--- config.mk ---
export PLATFORM = sky130hd
export DESIGN_NAME = avst_rr_arbiter_flat
export DESIGN_NICKNAME = d
export VERILOG_FILES = /design/src/rtl/avst_arb_pkg.sv /design/src/rtl/avst_rr_arbiter_if.sv /design/src/rtl/avst_rr_arbiter_picker.sv /design/src/rtl/avst_rr_arbiter.sv /design/src/flat_wrapper.sv
export SDC_FILE = /design/constraint.sdc
export NUM_CORES = 1
export LEC_CHECK = 0
export CAP_MARGIN = 40
export CORE_MARGIN = 8
export CORE_UTILIZATION = 27
export CTS_BUF_LIST = sky130_fd_sc_hd__clkbuf_2
export DETAILED_ROUTE_END_ITERATION = 10
export PLACE_DENSITY = 0.93
export SLEW_MARGIN = 40
export SYNTH_ARGS = -nofsm -noshare
export SYNTH_HDL_FRONTEND = slang
export SYNTH_SLANG_ARGS = --single-unit
--- constraint.sdc ---
create_clock -name clk -period 2.95 [get_ports clk]
set_clock_uncertainty 0.05 [all_clocks]
set_input_delay 0.885 -clock clk [delete_from_list [all_inputs] [get_ports clk]]
set_output_delay 0.885 -clock clk [all_outputs]
set_load 0.02 [all_outputs]
--- src/rtl/avst_arb_pkg.sv ---
// Shared types and helpers for the Avalon-ST round-robin packet arbiter.
// Holds the two-state FSM enum and the port-index width function.
package avst_arb_pkg;

  typedef enum logic {
    IDLE   = 1'b0,
    LOCKED = 1'b1
  } arb_state_t;

  // A 2-port arbiter still needs one index bit, so clamp the minimum at 1.
  function automatic int port_idx_w(input int n);
    return (n <= 2) ? 1 : $clog2(n);
  endfunction

endpackage

--- src/rtl/avst_rr_arbiter_if.sv ---
// Handshake bundle between N Avalon-ST requesters, the arbiter and one downstream sink.
// The slave modport is the arbiter's view; master is the surrounding system's view.
interface avst_rr_arbiter_if
  import avst_arb_pkg::*;
#(
  parameter int N_PORTS = 4,
  parameter int DATA_W  = 32
);

  localparam int IDX_W = port_idx_w(N_PORTS);

  logic [N_PORTS-1:0]        in_valid;
  logic [N_PORTS-1:0]        in_ready;
  logic [N_PORTS*DATA_W-1:0] in_data;
  logic [N_PORTS-1:0]        in_sop;
  logic [N_PORTS-1:0]        in_eop;

  logic                      out_valid;
  logic                      out_ready;
  logic [DATA_W-1:0]         out_data;
  logic                      out_sop;
  logic                      out_eop;
  logic [IDX_W-1:0]          out_channel;
  logic                      wdog_err;

  modport master (
    output in_valid, in_data, in_sop, in_eop, out_ready,
    input  in_ready, out_valid, out_data, out_sop, out_eop, out_channel, wdog_err
  );

  modport slave (
    input  in_valid, in_data, in_sop, in_eop, out_ready,
    output in_ready, out_valid, out_data, out_sop, out_eop, out_channel, wdog_err
  );

endinterface

--- src/rtl/avst_rr_arbiter_picker.sv ---
// Combinational round-robin priority encoder: the first requesting index at or
// after ptr, wrapping around N.
module rr_picker
  import avst_arb_pkg::*;
#(
  parameter int N = 4,
  localparam int W = port_idx_w(N)
) (
  input  logic [N-1:0] req,
  input  logic [W-1:0] ptr,
  output logic         found,
  output logic [W-1:0] index
);

  logic [N-1:0] rot_req;
  logic [W-1:0] rot_idx [N];

  // Slot gi of the rotated view is the port gi positions after the pointer.
  generate
    for (genvar gi = 0; gi < N; gi++) begin : g_rot
      logic [W:0] sum;
      assign sum         = {1'b0, ptr} + (W+1)'(gi);
      assign rot_idx[gi] = (sum >= (W+1)'(N)) ? W'(sum - (W+1)'(N)) : sum[W-1:0];
      assign rot_req[gi] = req[rot_idx[gi]];
    end
  endgenerate

  // Scan downwards so the slot closest to the pointer is the last to write.
  always_comb begin
    found = 1'b0;
    index = '0;
    for (int k = N - 1; k >= 0; k--) begin
      if (rot_req[k]) begin
        found = 1'b1;
        index = rot_idx[k];
      end
    end
  end

endmodule

--- src/rtl/avst_rr_arbiter.sv ---
// Packet-locked round-robin arbiter merging N Avalon-ST sinks into one source.
// Optional stall watchdog enabled by defining AVST_ARB_WDOG_EN.
module avst_rr_arbiter
  import avst_arb_pkg::*;
#(
  parameter int N_PORTS     = 4,
  parameter int DATA_W      = 32,
  parameter int WDOG_CYCLES = 16
) (
  input  logic              clk,
  input  logic              rst,
  avst_rr_arbiter_if.slave  bus
);

  localparam int               IDX_W     = port_idx_w(N_PORTS);
  localparam logic [IDX_W-1:0] LAST_PORT = IDX_W'(N_PORTS - 1);

  generate
    if (N_PORTS < 2 || N_PORTS > 8 || WDOG_CYCLES < 1) begin : g_param_check
      $error("avst_rr_arbiter: N_PORTS must be 2..8 and WDOG_CYCLES >= 1");
    end
  endgenerate

  arb_state_t       state_reg;
  logic [IDX_W-1:0] grant_reg;
  logic [IDX_W-1:0] rr_ptr_reg;
  logic [IDX_W-1:0] rr_ptr_next;
  logic             pick_found;
  logic [IDX_W-1:0] pick_index;
  logic             locked;
  logic             xfer;
  logic             wdog_fire;

  rr_picker #(
    .N (N_PORTS)
  ) u_picker (
    .req   (bus.in_valid),
    .ptr   (rr_ptr_reg),
    .found (pick_found),
    .index (pick_index)
  );

  assign locked = (state_reg == LOCKED);

  // Zero-latency steering: the granted port sees the downstream ready directly.
  always_comb begin
    bus.in_ready    = '0;
    bus.out_valid   = 1'b0;
    bus.out_data    = '0;
    bus.out_sop     = 1'b0;
    bus.out_eop     = 1'b0;
    bus.out_channel = '0;
    if (locked) begin
      bus.out_valid           = bus.in_valid[grant_reg];
      bus.out_data            = bus.in_data[grant_reg*DATA_W +: DATA_W];
      bus.out_sop             = bus.in_sop[grant_reg];
      bus.out_eop             = bus.in_eop[grant_reg];
      bus.in_ready[grant_reg] = bus.out_ready;
      bus.out_channel         = grant_reg;
    end
  end

  assign xfer        = locked && bus.out_valid && bus.out_ready;
  assign rr_ptr_next = (grant_reg == LAST_PORT) ? '0 : grant_reg + 1'b1;

`ifdef AVST_ARB_WDOG_EN
  localparam int CNT_W = $clog2(WDOG_CYCLES + 1);

  logic [CNT_W-1:0] wdog_cnt_reg;
  logic             wdog_err_reg;

  // Fires on the WDOG_CYCLES-th consecutive locked cycle without a transfer.
  assign wdog_fire = locked && !xfer && (wdog_cnt_reg == CNT_W'(WDOG_CYCLES - 1));

  always_ff @(posedge clk) begin
    if (rst) begin
      wdog_cnt_reg <= '0;
      wdog_err_reg <= 1'b0;
    end else begin
      wdog_err_reg <= wdog_fire;
      if (!locked || xfer || wdog_fire) begin
        wdog_cnt_reg <= '0;
      end else begin
        wdog_cnt_reg <= wdog_cnt_reg + 1'b1;
      end
    end
  end

  assign bus.wdog_err = wdog_err_reg;
`else
  assign wdog_fire    = 1'b0;
  assign bus.wdog_err = 1'b0;
`endif

  // Grant is captured in IDLE and only released by eop or the watchdog.
  always_ff @(posedge clk) begin
    if (rst) begin
      state_reg  <= IDLE;
      grant_reg  <= '0;
      rr_ptr_reg <= '0;
    end else begin
      case (state_reg)
        IDLE: begin
          if (pick_found) begin
            grant_reg <= pick_index;
            state_reg <= LOCKED;
          end
        end
        LOCKED: begin
          if ((xfer && bus.out_eop) || wdog_fire) begin
            state_reg  <= IDLE;
            rr_ptr_reg <= rr_ptr_next;
          end
        end
        default: state_reg <= IDLE;
      endcase
    end
  end

endmodule

--- src/flat_wrapper.sv ---
// flat-port wrapper written by rule: the top's interface ports become plain ports
module avst_rr_arbiter_flat import avst_arb_pkg::*;
#(
  parameter int N_PORTS     = 4,
  parameter int DATA_W      = 32,
  parameter int WDOG_CYCLES = 16
)
  (clk, rst, bus_in_valid, bus_in_data, bus_in_sop, bus_in_eop, bus_out_ready, bus_in_ready, bus_out_valid, bus_out_data, bus_out_sop, bus_out_eop, bus_out_channel, bus_wdog_err);
  avst_rr_arbiter_if #(.N_PORTS(N_PORTS), .DATA_W(DATA_W)) bus_i ();
  input  logic clk;
  input  logic rst;
  input wire logic [$bits(bus_i.in_valid)-1:0] bus_in_valid;
  input wire logic [$bits(bus_i.in_data)-1:0] bus_in_data;
  input wire logic [$bits(bus_i.in_sop)-1:0] bus_in_sop;
  input wire logic [$bits(bus_i.in_eop)-1:0] bus_in_eop;
  input wire logic [$bits(bus_i.out_ready)-1:0] bus_out_ready;
  output wire logic [$bits(bus_i.in_ready)-1:0] bus_in_ready;
  output wire logic [$bits(bus_i.out_valid)-1:0] bus_out_valid;
  output wire logic [$bits(bus_i.out_data)-1:0] bus_out_data;
  output wire logic [$bits(bus_i.out_sop)-1:0] bus_out_sop;
  output wire logic [$bits(bus_i.out_eop)-1:0] bus_out_eop;
  output wire logic [$bits(bus_i.out_channel)-1:0] bus_out_channel;
  output wire logic [$bits(bus_i.wdog_err)-1:0] bus_wdog_err;
  assign bus_i.in_valid = bus_in_valid;
  assign bus_i.in_data = bus_in_data;
  assign bus_i.in_sop = bus_in_sop;
  assign bus_i.in_eop = bus_in_eop;
  assign bus_i.out_ready = bus_out_ready;
  assign bus_in_ready = bus_i.in_ready;
  assign bus_out_valid = bus_i.out_valid;
  assign bus_out_data = bus_i.out_data;
  assign bus_out_sop = bus_i.out_sop;
  assign bus_out_eop = bus_i.out_eop;
  assign bus_out_channel = bus_i.out_channel;
  assign bus_wdog_err = bus_i.wdog_err;
  avst_rr_arbiter #(.N_PORTS(N_PORTS), .DATA_W(DATA_W), .WDOG_CYCLES(WDOG_CYCLES)) u_core (.clk(clk), .rst(rst), .bus(bus_i));
endmodule
======== Yosys cells after proc, flatten, opt, wreduce, memory -nomap -nowiden ========
Index checks and enable logic that the tools add are counted.
storage, ports and cells
  bits of input ports ..................... 143
  register bits ........................... 5
  word-level logic and storage cells ...... 69
  output and inout bits ................... 42
cells by class
  muxes and demuxes ....................... 38
  add/subtract/negate cells ............... 8
  shifts and indexed selects .............. 1
  bitwise logic cells ..................... 2
  magnitude comparators ................... 10
  reductions and logical operators ........ 6
  eq/ne operators ......................... 1
operator list
  kind                   count
  $shiftx A128 B8 Y32    1
  $mux W32               1
  $mux W2                10
  $mux W1                17
  $lt A2 B3 Y1 const B   5
  $bmux W1 S2            7
  $ge A3 B3 Y1 const B   3
  $sub A2 B1 Y2 const B  4
  $add A2 B2 Y3 const B  2
  $and A4 B4 Y4          1
  $logic_and A1 B1 Y1    4
  $mux W4                1
  $reduce_and A2 Y1      2
  $add A2 B1 Y3 const B  1
  $ge A2 B3 Y1 const B   1
  $add A2 B1 Y2 const B  1
  $demux W1 S2           1
  $eq A2 B2 Y1 const B   1
  $ge A2 B1 Y1 const B   1
  $pmux W1 S2            1
  $not A1 Y1             1

======== Longest topological paths before layout ========
  depth after elaboration ................. 11
  depth in mapped cells ................... 6
  mapped depth without buffers ............ 4

======== By module ========
From an unflattened synthesis, not the netlist that was laid out.
unflattened totals
  cell total of the unflattened synthesis .. 140
  area, all modules ....................... 1530.2 sq um
by module, submodules not included
  module           area each (sq um)  cells each  seq. area each (sq um)  times used
  avst_rr_arbiter  1452.6             127         100.1                   1
  rr_picker        77.6               13          0.0                     1

======== Worst setup path before layout ========
OpenSTA, ideal clock, no wires.
  path kind ............................... input port to output port
  start ................................... in bus_in_eop[3]
  end ..................................... out bus_out_eop
  required time ........................... 2.015 ns
  stages .................................. 2
  buffers on the path ..................... 0
  setup slack ............................. 0.420 ns
  data arrival time ....................... 1.595 ns
  cells stage by stage .................... mux4_2 > and2_2
between the ends
  word-level cells in the longest chain between the ends .. 3
ends and longest elaborated chain
  element                        line                   source
  start, declared                flat_wrapper.sv:15     input wire logic [$bits(bus_i.in_eop)-1:0] bus_in_eop;
  $bmux W1 S2                    avst_rr_arbiter.sv:57  bus.out_eop = bus.in_eop[grant_reg];
  $mux W1 (implied by the code)  avst_rr_arbiter.sv:57
  $mux W1                        avst_rr_arbiter.sv:53  if (locked) begin
  end, declared                  flat_wrapper.sv:21     output wire logic [$bits(bus_i.out_eop)-1:0] bus_out_eop;
No other way between the ends. The select of a mux whose other input is x is not followed.

======== Worst setup path in the final report ========
  start ................................... in bus_in_data[30]
  end ..................................... out bus_out_data[30]
between the ends
  word-level cells in the longest chain between the ends .. 2
ends and longest elaborated chain
  element              line                   source
  start, declared      flat_wrapper.sv:13     input wire logic [$bits(bus_i.in_data)-1:0] bus_in_data;
  $shiftx A128 B8 Y32  avst_rr_arbiter.sv:55  bus.out_data = bus.in_data[grant_reg*DATA_W +: DATA_W];
  $mux W32             avst_rr_arbiter.sv:53
  end, declared        flat_wrapper.sv:19     output wire logic [$bits(bus_i.out_data)-1:0] bus_out_data;
No other way between the ends.

==> results.sh <==
export IMPL_status="finished, violations left"
export IMPL_violations="setup timing"
export IMPL_first_pass_grt_wire_length_um=11740
export IMPL_cp_end_kind="primary output"
export IMPL_layout_worst_path_cycle_share_pct=100.7
export IMPL_cts_root_buf="sky130_fd_sc_hd__clkbuf_2"
export IMPL_routed_wire_length_per_instance_um=21.11
export IMPL_synth_cell_area_sq_mm=0.001450
export IMPL_worst_min_delay_path_endpoint="u_core.rr_ptr_reg[0]"
export IMPL_ant_nets=0
export IMPL_netlist_top_cell_by_area="sky130_fd_sc_hd__mux4_2"
export IMPL_wp_data_arrival_ps=2030
export IMPL_post_route_min_period_ps=2970
export IMPL_core_rowCount=26
export IMPL_dp_hpwl_um=7081
export IMPL_r2r_setup_slack_ps=980
export IMPL_cts_buffers_inserted=3
export IMPL_h_tree_levels=1
export IMPL_synthesis_instances=129
export IMPL_post_synth_main_area_contributors="sky130_fd_sc_hd__mux4_2, sky130_fd_sc_hd__and2_1, sky130_fd_sc_hd__dfxtp_1"
export IMPL_worstRegToRegCells=8
export IMPL_hp_start="u_core.rr_ptr_reg[0]"
export IMPL_edff_count_synth=0
export IMPL_drv_cap=0
export IMPL_fp_dieW_um=89.29
export IMPL_timing_setup_critical_path_class="in -> out"
export IMPL_report_power_total_mw=0.7152
export IMPL_antenna_found_initial=1
export IMPL_grt_ovfl_total=0
export IMPL_clk_pin_slew_worst_paths_ps=50
export IMPL_vdd_drop_max_v=0.0001200
export IMPL_timing_hold_worst_class="reg -> reg"
export IMPL_final_cell_area_sq_mm=0.003641
export IMPL_syn_num_nets=276
export IMPL_p_leak_nw=2.067
export IMPL_routed_via_density=4.929
export IMPL_dpl_cell_area_sq_mm=0.003442
export IMPL_cp_max_fo=1
export IMPL_initial_core_util_pct=28.21
export IMPL_final_hold_violation_count=0
export IMPL_post_route_cells_drive_above_1_share_pct=40.31
export IMPL_utilization_pct=70.84
export IMPL_worst_endpoint_required_ps=2020
export IMPL_route_detailed_drc=0
export IMPL_depth_of_the_worst_hold_timing_path=2
export IMPL_finalSetupViolCount=1
export IMPL_yosys_warnings=0
export IMPL_grt_pass1_vias=2283
export IMPL_layout_cells_most_common_list="sky130_fd_sc_hd__dlygate4sd2_1, sky130_fd_sc_hd__dlymetal6s2s_1, sky130_fd_sc_hd__mux4_2, sky130_fd_sc_hd__and2_4, sky130_fd_sc_hd__buf_6"
export IMPL_clk_latency_ps=200
export IMPL_synth_top_area_share_pct=54.36
export IMPL_largest_buffer_count_on_any_clock_path=2
export IMPL_design_die_area_sq_mm=0.007972
export IMPL_groute_usage_overall_pct=19.44
export IMPL_worst_r2r_endpoint="u_core.rr_ptr_reg[0]"
export IMPL_fillCellCount=379
export IMPL_tightest_hold_margin_ps=489.5
export IMPL_count_of_input_and_output_buffers=183
export IMPL_synth_flop_cell="sky130_fd_sc_hd__dfxtp_1"
export IMPL_hold_buffers=0
export IMPL_synth_lib_cells_used_distinct=25
export IMPL_grt_start_max_net_pins=20
export IMPL_drt_iter0_markers=92
export IMPL_max_clock_freq_mhz=336.7
export IMPL_regToRegStartpoint="u_core.grant_reg[0]"
export IMPL_num_nets_final=468
export IMPL_portion_of_the_post_synthesis_area_used_by_sequential_elements_pct=6.903
export IMPL_final_max_slew_viol_count=0
export IMPL_postLayoutSetupSlackWorst_ps=-19.85
export IMPL_clkSinkCount=5
export IMPL_route_vias_total=1932
export IMPL_cts_tree="done"
export IMPL_layout_area_overhead_vs_synth_pct=151.1
export IMPL_critPathLaunchType="input port"
export IMPL_async_flop_share_pct=0
export IMPL_drt_pre_antenna_iters=4
export IMPL_power_density_cell_area_mw_per_mm2=196.4
export IMPL_die_height_um=89.29
export IMPL_postRouteWirelength_um=8276
export IMPL_leading_cell_type_in_the_layout_fill_and_taps_excluded="sky130_fd_sc_hd__dlygate4sd2_1"
export IMPL_design_portCount=185
export IMPL_postSynthAreaPerCell_sq_um=11.24
export IMPL_core_area_sq_mm=0.005140
export IMPL_post_synthesis_register_bit_count=5
export IMPL_globalplace_congestion=0.8087
## cells by family (layout without fill, tap and decap cells)
kind of cell / Yosys count / after routing / synth area share, %
other: 1 / 3 / 0.2586
and+or+nand+nor: 50 / 50 / 21.14
DFF: 5 / 5 / 6.903
AOI/OAI and AO/OA: 12 / 12 / 5.350
muxes: 36 / 36 / 55.05
buffers and inverters: 21 / 212 / 7.852
adders and majority gates: 4 / 4 / 3.451
## layout make-up
| cell class | instances | area (sq um) | area share, % |
|---|---|---|---|
| diodes | 2 | 5.005 | 0.1375 |
| flip-flops and latches | 5 | 102.6 | 2.818 |
| multi-input cells | 103 | 1320 | 36.25 |
| well taps | 70 | 87.58 | 2.405 |
| clock buffers | 4 | 20.02 | 0.5498 |
| repair buffers | 201 | 2079 | 57.11 |
| inverters | 7 | 26.28 | 0.7216 |
## worst max path at each step
| stage | startpoint | to |
|---|---|---|
| after floorplan | bus_in_eop[3] | bus_out_eop |
| after global placement | bus_in_eop[3] | bus_out_eop |
| after detailed placement | bus_in_valid[3] | bus_out_valid |
| after CTS | bus_in_valid[1] | bus_out_valid |
| after global routing | bus_in_data[30] | bus_out_data[30] |
| final | bus_in_data[30] | bus_out_data[30] |
## metrics by stage
| step | setup slack [ps] | std cells | setup TNS [ps] |
|---|---|---|---|
| floorplan | 419.8 | 129 | 0 |
| global placement | -486.2 | 384 | -15570 |
| detailed placement | -522.3 | 384 | -16220 |
| CTS | -109.3 | 388 | -109.3 |
| global route | -46.16 | 391 | -46.16 |
| finish | -19.85 | 392 | -19.85 |
## what timing repair did
item,in CTS,in global routing
buffers inserted,0,2
setup endpoints to repair,39,24
resized for setup,326,57
pin swaps,28,0
## routing by layer
layer	track usage [%]	share of wire, %	wire, um
met5	0	0	0
met4	6.647	1.7	140
met3	7.261	12	983
met2	38.38	56	4636
met1	17.46	30	2516
## critical path, stage by stage
cell and delay, ps:
sky130_fd_sc_hd__clkdlybuf4s50_1 420, sky130_fd_sc_hd__mux4_2 460, sky130_fd_sc_hd__and2_4 150, sky130_fd_sc_hd__buf_6 120
## report_power, final
part	internal, mW	leakage (nW)	switching, mW
Clock	0.0359	0.0166	0.0244
Combinational	0.364	2.01	0.209
Sequential	0.0720	0.0418	0.0106
Total	0.472	2.07	0.244
## cell usage after synthesis (2+ instances only)
cell	n
sky130_fd_sc_hd__a21oi_1	5
sky130_fd_sc_hd__and2_1	36
sky130_fd_sc_hd__and3_1	4
sky130_fd_sc_hd__buf_4	4
sky130_fd_sc_hd__clkbuf_1	7
sky130_fd_sc_hd__dfxtp_1	5
sky130_fd_sc_hd__ha_1	4
sky130_fd_sc_hd__inv_1	7
sky130_fd_sc_hd__mux4_2	35
sky130_fd_sc_hd__nor2_1	4
sky130_fd_sc_hd__o21ai_0	2
sky130_fd_sc_hd__o221ai_1	3
Power figures use the tool's default switching activity.
